--- src/rtl/simmem_addr_scheduler_if.sv ---
// Address-channel handshake bundle between requester, scheduler and delay calculator.
// Only valid/ready travel here; address payloads route around the scheduler.
interface simmem_addr_scheduler_if;
  logic waddr_valid_i;
  logic waddr_ready_o;
  logic raddr_valid_i;
  logic raddr_ready_o;
  logic core_waddr_valid_o;
  logic core_waddr_ready_i;
  logic core_raddr_valid_o;
  logic core_raddr_ready_i;

  modport slave (
    input  waddr_valid_i, raddr_valid_i, core_waddr_ready_i, core_raddr_ready_i,
    output waddr_ready_o, raddr_ready_o, core_waddr_valid_o, core_raddr_valid_o
  );

  modport master (
    output waddr_valid_i, raddr_valid_i, core_waddr_ready_i, core_raddr_ready_i,
    input  waddr_ready_o, raddr_ready_o, core_waddr_valid_o, core_raddr_valid_o
  );
endinterface

--- src/rtl/simmem_addr_scheduler.sv ---
// Read/write address-handshake scheduler with turnaround, write batching and write-starvation bound.
// Optional statistics counters are built when SIMMEM_ADDR_SCHED_STATS_EN is defined.
module simmem_addr_scheduler #(
  parameter int unsigned TurnCycles = 2,
  parameter int unsigned WBatchLen  = 4,
  parameter int unsigned MaxWStarve = 8
) (
  input  logic                     clk_i,
  input  logic                     rst_ni,
  simmem_addr_scheduler_if.slave   bus,
  output logic [1:0]               mode_o,
  output logic [31:0]              stat_rd_grants_o,
  output logic [31:0]              stat_wr_grants_o,
  output logic [31:0]              stat_turns_o
);

  localparam int unsigned TurnW   = 4;
  localparam int unsigned BatchW  = 8;
  localparam int unsigned StarveW = 8;

  typedef enum logic [1:0] {
    StRd   = 2'd0,
    StWr   = 2'd1,
    StTurn = 2'd2
  } state_e;

  state_e               state_q, state_d;
  state_e               target_q, target_d;
  logic [TurnW-1:0]     turn_q, turn_d;
  logic [StarveW-1:0]   starve_q, starve_d;
  logic [BatchW-1:0]    batch_q, batch_d;
  logic                 rd_pend_q, wr_pend_q;
  logic                 grant_rd, grant_wr;
  logic                 go_wr, go_rd;
  logic                 wr_hs;

  // Switch requests; an outstanding unaccepted valid pins the current direction.
  assign go_wr = bus.waddr_valid_i && !rd_pend_q &&
                 (!bus.raddr_valid_i || starve_q == StarveW'(MaxWStarve));
  assign go_rd = bus.raddr_valid_i && !wr_pend_q &&
                 (!bus.waddr_valid_i || batch_q == BatchW'(WBatchLen));

  always_comb begin
    state_d  = state_q;
    target_d = target_q;
    turn_d   = turn_q;
    grant_rd = 1'b0;
    grant_wr = 1'b0;
    case (state_q)
      StRd: begin
        if (go_wr) begin
          state_d  = StTurn;
          target_d = StWr;
          turn_d   = TurnW'(TurnCycles - 1);
        end else begin
          grant_rd = 1'b1;
        end
      end
      StWr: begin
        if (go_rd) begin
          state_d  = StTurn;
          target_d = StRd;
          turn_d   = TurnW'(TurnCycles - 1);
        end else begin
          grant_wr = 1'b1;
        end
      end
      StTurn: begin
        if (turn_q == '0) state_d = target_q;
        else              turn_d  = turn_q - TurnW'(1);
      end
      default: state_d = StRd;
    endcase
    if (!rst_ni) begin
      grant_rd = 1'b0;
      grant_wr = 1'b0;
    end
  end

  assign bus.core_raddr_valid_o = bus.raddr_valid_i & grant_rd;
  assign bus.core_waddr_valid_o = bus.waddr_valid_i & grant_wr;
  assign bus.raddr_ready_o      = bus.core_raddr_ready_i & grant_rd;
  assign bus.waddr_ready_o      = bus.core_waddr_ready_i & grant_wr;
  assign wr_hs                  = bus.core_waddr_valid_o & bus.core_waddr_ready_i;
  assign mode_o                 = state_q;

  // Starvation and batch counters live only while their mode persists.
  always_comb begin
    starve_d = '0;
    if (state_q == StRd && state_d == StRd) begin
      starve_d = starve_q;
      if (bus.waddr_valid_i && starve_q != StarveW'(MaxWStarve)) starve_d = starve_q + StarveW'(1);
    end
  end

  always_comb begin
    batch_d = '0;
    if (state_q == StWr && state_d == StWr) begin
      batch_d = batch_q;
      if (wr_hs && batch_q != BatchW'(WBatchLen)) batch_d = batch_q + BatchW'(1);
    end
  end

  always_ff @(posedge clk_i or negedge rst_ni) begin
    if (!rst_ni) begin
      state_q   <= StRd;
      target_q  <= StRd;
      turn_q    <= '0;
      starve_q  <= '0;
      batch_q   <= '0;
      rd_pend_q <= 1'b0;
      wr_pend_q <= 1'b0;
    end else begin
      state_q   <= state_d;
      target_q  <= target_d;
      turn_q    <= turn_d;
      starve_q  <= starve_d;
      batch_q   <= batch_d;
      rd_pend_q <= bus.core_raddr_valid_o & ~bus.core_raddr_ready_i;
      wr_pend_q <= bus.core_waddr_valid_o & ~bus.core_waddr_ready_i;
    end
  end

`ifdef SIMMEM_ADDR_SCHED_STATS_EN
  logic        rd_hs;
  logic [31:0] rd_cnt_q, wr_cnt_q, turn_cnt_q;

  assign rd_hs = bus.core_raddr_valid_o & bus.core_raddr_ready_i;

  always_ff @(posedge clk_i or negedge rst_ni) begin
    if (!rst_ni) begin
      rd_cnt_q   <= '0;
      wr_cnt_q   <= '0;
      turn_cnt_q <= '0;
    end else begin
      if (rd_hs) rd_cnt_q <= rd_cnt_q + 32'd1;
      if (wr_hs) wr_cnt_q <= wr_cnt_q + 32'd1;
      if (state_q != StTurn && state_d == StTurn) turn_cnt_q <= turn_cnt_q + 32'd1;
    end
  end

  assign stat_rd_grants_o = rd_cnt_q;
  assign stat_wr_grants_o = wr_cnt_q;
  assign stat_turns_o     = turn_cnt_q;
`else
  assign stat_rd_grants_o = '0;
  assign stat_wr_grants_o = '0;
  assign stat_turns_o     = '0;
`endif

endmodule

--- src/flat_wrapper.sv ---
// flat-port wrapper written by rule: the top's interface ports become plain ports
module simmem_addr_scheduler_flat 
#(
  parameter int unsigned TurnCycles = 2,
  parameter int unsigned WBatchLen  = 4,
  parameter int unsigned MaxWStarve = 8
)
  (clk_i, rst_ni, mode_o, stat_rd_grants_o, stat_wr_grants_o, stat_turns_o, bus_waddr_valid_i, bus_raddr_valid_i, bus_core_waddr_ready_i, bus_core_raddr_ready_i, bus_waddr_ready_o, bus_raddr_ready_o, bus_core_waddr_valid_o, bus_core_raddr_valid_o);
  simmem_addr_scheduler_if bus_i ();
  input  logic clk_i;
  input  logic rst_ni;
  output logic [1:0] mode_o;
  output logic [31:0] stat_rd_grants_o;
  output logic [31:0] stat_wr_grants_o;
  output logic [31:0] stat_turns_o;
  input wire logic [$bits(bus_i.waddr_valid_i)-1:0] bus_waddr_valid_i;
  input wire logic [$bits(bus_i.raddr_valid_i)-1:0] bus_raddr_valid_i;
  input wire logic [$bits(bus_i.core_waddr_ready_i)-1:0] bus_core_waddr_ready_i;
  input wire logic [$bits(bus_i.core_raddr_ready_i)-1:0] bus_core_raddr_ready_i;
  output wire logic [$bits(bus_i.waddr_ready_o)-1:0] bus_waddr_ready_o;
  output wire logic [$bits(bus_i.raddr_ready_o)-1:0] bus_raddr_ready_o;
  output wire logic [$bits(bus_i.core_waddr_valid_o)-1:0] bus_core_waddr_valid_o;
  output wire logic [$bits(bus_i.core_raddr_valid_o)-1:0] bus_core_raddr_valid_o;
  assign bus_i.waddr_valid_i = bus_waddr_valid_i;
  assign bus_i.raddr_valid_i = bus_raddr_valid_i;
  assign bus_i.core_waddr_ready_i = bus_core_waddr_ready_i;
  assign bus_i.core_raddr_ready_i = bus_core_raddr_ready_i;
  assign bus_waddr_ready_o = bus_i.waddr_ready_o;
  assign bus_raddr_ready_o = bus_i.raddr_ready_o;
  assign bus_core_waddr_valid_o = bus_i.core_waddr_valid_o;
  assign bus_core_raddr_valid_o = bus_i.core_raddr_valid_o;
  simmem_addr_scheduler #(.TurnCycles(TurnCycles), .WBatchLen(WBatchLen), .MaxWStarve(MaxWStarve)) u_core (.clk_i(clk_i), .rst_ni(rst_ni), .bus(bus_i), .mode_o(mode_o), .stat_rd_grants_o(stat_rd_grants_o), .stat_wr_grants_o(stat_wr_grants_o), .stat_turns_o(stat_turns_o));
endmodule
--- config.mk ---
export PLATFORM = sky130hd
export DESIGN_NAME = simmem_addr_scheduler_flat
export DESIGN_NICKNAME = d
export VERILOG_FILES = /design/src/rtl/simmem_addr_scheduler_if.sv /design/src/rtl/simmem_addr_scheduler.sv /design/src/flat_wrapper.sv
export SDC_FILE = /design/constraint.sdc
export NUM_CORES = 1
export LEC_CHECK = 0
export CORE_ASPECT_RATIO = 0.5
export CORE_MARGIN = 3
export CORE_UTILIZATION = 44
export DETAILED_ROUTE_END_ITERATION = 12
export GPL_ROUTABILITY_DRIVEN = 0
export PLACE_DENSITY = 0.89
export SETUP_SLACK_MARGIN = 0.3
export SYNTH_ARGS = -nofsm -noshare
export SYNTH_HDL_FRONTEND = slang
export SYNTH_SLANG_ARGS = --single-unit
--- constraint.sdc ---
create_clock -name clk_i -period 2.6 [get_ports clk_i]
set_input_delay 0.39 -clock clk_i [delete_from_list [all_inputs] [get_ports clk_i]]
set_output_delay 0.39 -clock clk_i [all_outputs]
set_load 0.05 [all_outputs]
==> flow_summary.toml <==
[clocking]
cts_num_sinks = 25
cts_buffer_depth = 2
clkSlewWorstSetupHoldPaths_ns = 0.08
cts_buffers = 3
cts_tree = "built"
htreeDepth = 1
insertion_delay_ns = 0.26
cts-root-buf = "clkbuf_8"

[timing]
fin_crit_ns = 2.26
rsz0062_at_grt = "yes"
slew_viol_final = 0
skew_ns = 0.00169
hold_ws_ns = 0.429
max_freq_mhz = 443
period_share = 0.869
setup_tns_ns = 0
setup_violations = 0
hold_violations = 0

[worst_setup_path]
crit_path_end_kind = "output port"
start_kind = "flip-flop"
worstSetupPathType = "flip-flop to output port"
crit_arrival_ns = 1.87
cp_max_fo = 4
reg2reg_depth = 6
required_ns = 2.21

[hold_path]
min_path_type = "input port to asynchronous set/reset pin"

[final_layout]
fill_cells = 422
antennaDiodeCount = 0
fin_util = 0.468
num-nets-final = 272
drive_gt1_frac = 0.108
area_delta_synth_final_pct = -0.412

[global_routing]
grt_antenna_before_repair = 0
track_usage = 0.118
grt_pass1_vias = 1247
grt_start_max_net_pins = 15
grt_pass1_wl_um = 5510
overflow = 0

[synth]
synth_edf_count = 0
yosysSeqAreaShare = 0.294
synthTopCellsByArea = "buf_4 (34%), dfrtp_1 (29%), nor2_1 (3.9%)"
syn_inst = 238
ys_ff_latch = 25
synthArstFlopShare = 1.00
synth.top_cell.area_share = 0.339
synth_flop_cell = "dfrtp_1"
syn-cell-area_sq_um = 2130
syn_area_per_cell_sq_um = 8.94
ys_warn_count = 0
synth_cell_types = 42
synth_area_leader_cell = "buf_4"

[pwr]
clkPwrFrac = 0.143
p_leak_nw = 1.06
intPower_uw = 789
ir_drop_mv = 0.303
switching_share = 0.504
power_switching_uw = 802
combPwrFrac = 0.528
p_per_area_nw_per_um2 = 751
seq_power_share = 0.329

[place]
dp_hpwl_um = 2770
io_buffer_count = 11

[run]
maxCapViolCount = 0

[floorplan]
placeableCoreArea_sq_um = 4530
die-area_sq_um = 5760
die_h_um = 55.2
io_pins = 108
die-width_um = 104
rows = 17
initial_core_util = 0.469

[routing]
vias = 1377
drt_iter0_drc = 60
remaining_drc_errors = 0
routed_wl_um = 3640
ant_nets = 0
dr.pass1.iters = 4
wl_per_cell_um = 11.2
vias_per_cell = 4.24

[outcome]
outcome = "finished, final reports clean"
## worst max-delay path, stage by stage (launching register included)
cell      delay, ns
dfrtp_1        0.40
or4_4          0.56
o21a_4         0.25
o21bai_4       0.14
nor2_1         0.09
buf_12         0.15
## layout make-up
| cell class | instances | area [sq um] | area share |
|---|---|---|---|
| multi-input cells | 201 | 1110 | 0.523 |
| flip-flops and latches | 25 | 626 | 0.295 |
| repair buffers | 21 | 228 | 0.108 |
| well taps | 66 | 82.6 | 0.0390 |
| clock buffers | 4 | 45.0 | 0.0213 |
| inverters | 8 | 30.0 | 0.0142 |
## stage by stage
stage          worst slack [ns]  area (sq um)  power (mW)  std cells
6_report                  0.341          2120        1.59        325
5_1_grt                   0.296          2120        1.68        325
4_1_cts                   0.304          2070        1.57        322
3_5_place_dp              0.358          1990        1.34        313
3_3_place_gp              0.433          1990        1.30        313
2_1_floorplan             0.235          2480        1.29        333
## cell families after synthesis
kind of cell / Yosys count / synth area share
compound gates: 15 / 0.0624
fa+ha+maj: 6 / 0.0353
xor+xnor: 13 / 0.0535
mux: 3 / 0.0141
simple gates: 68 / 0.176
flops: 25 / 0.294
buf+inv: 107 / 0.363
other cells: 1 / 0.00176
## synthesized netlist by cell type, types with 2 or more instances
cell type  count
buf_4         96
dfrtp_1       25
nor2_1        22
nand2_1        9
inv_1          8
xnor2_1        8
ha_1           6
nand4_1        5
nor3_1         5
xor2_1         5
and3_1         4
nor4_1         4
mux2i_1        3
nand2b_1       3
nand3b_1       3
a21oi_1        2
and4b_1        2
nand3_1        2
or3_1          2
or4_4          2
## metal layers
layer	track usage	part of all wire
met4	0.0397	0.017
met3	0.0255	0.086
met5	0	0
met2	0.260	0.55
met1	0.116	0.35
## cell usage in the layout (no fill, tap or decap), drive strengths merged, types with 2 or more instances in the layout
cell and instances:
a21oi 2, and3 4, and4b 2, buf 14, clkbuf 4, clkdlybuf4s50 6
conb 96, dfrtp 25, ha 6, inv 8, mux2i 3, nand2 9
nand2b 3, nand3 2, nand3b 3, nand4 5, nor2 22, nor3 6
nor4 4, o211ai 2, o21ai 3, o21bai 2, or3 2, or4 2
xnor2 8, xor2 5
## power groups by stage
stage                     clock (mW)  combinational, mW  sequential [mW]
after global placement             0              0.777            0.524
after global routing           0.246              0.899            0.532
after CTS                      0.232              0.817            0.520
after floorplan                    0              0.726            0.564
final                          0.228              0.839            0.524
after detailed placement           0              0.810            0.528
## sequential cells by signal (all words and copies together), names as in the netlist
name and flops:
u_core.batch_q 8, u_core.wr_pend_q 1, u_core.turn_q 4, u_core.mode_o 2
u_core.starve_q 8, u_core.target_q 1, u_core.rd_pend_q 1
## timing repair
action / 4_1_cts / 5_1_grt
setup endpoints to repair: 4 / 4
hold buffers: 0 / 0
pin swaps: 1 / 3
buffers inserted: 5 / 3
resized for setup: 0 / 5
## path summary, 6_finish.rpt
kind | startpoint | to | slack, ns
worst max-delay path | u_core.batch_q[4] | bus_core_waddr_valid_o | 0.34
worst min-delay path | rst_ni | u_core.mode_o[0] | 0.43
worst max register to register | u_core.batch_q[4] | u_core.mode_o[0] | 0.80
worst min register to register | u_core.turn_q[0] | u_core.turn_q[0] | 0.56
max in group asynchronous | rst_ni | u_core.mode_o[1] | 1.62
min in group clk_i | u_core.turn_q[0] | u_core.turn_q[0] | 0.56
Note: power is estimated with default switching activity, not from simulation.
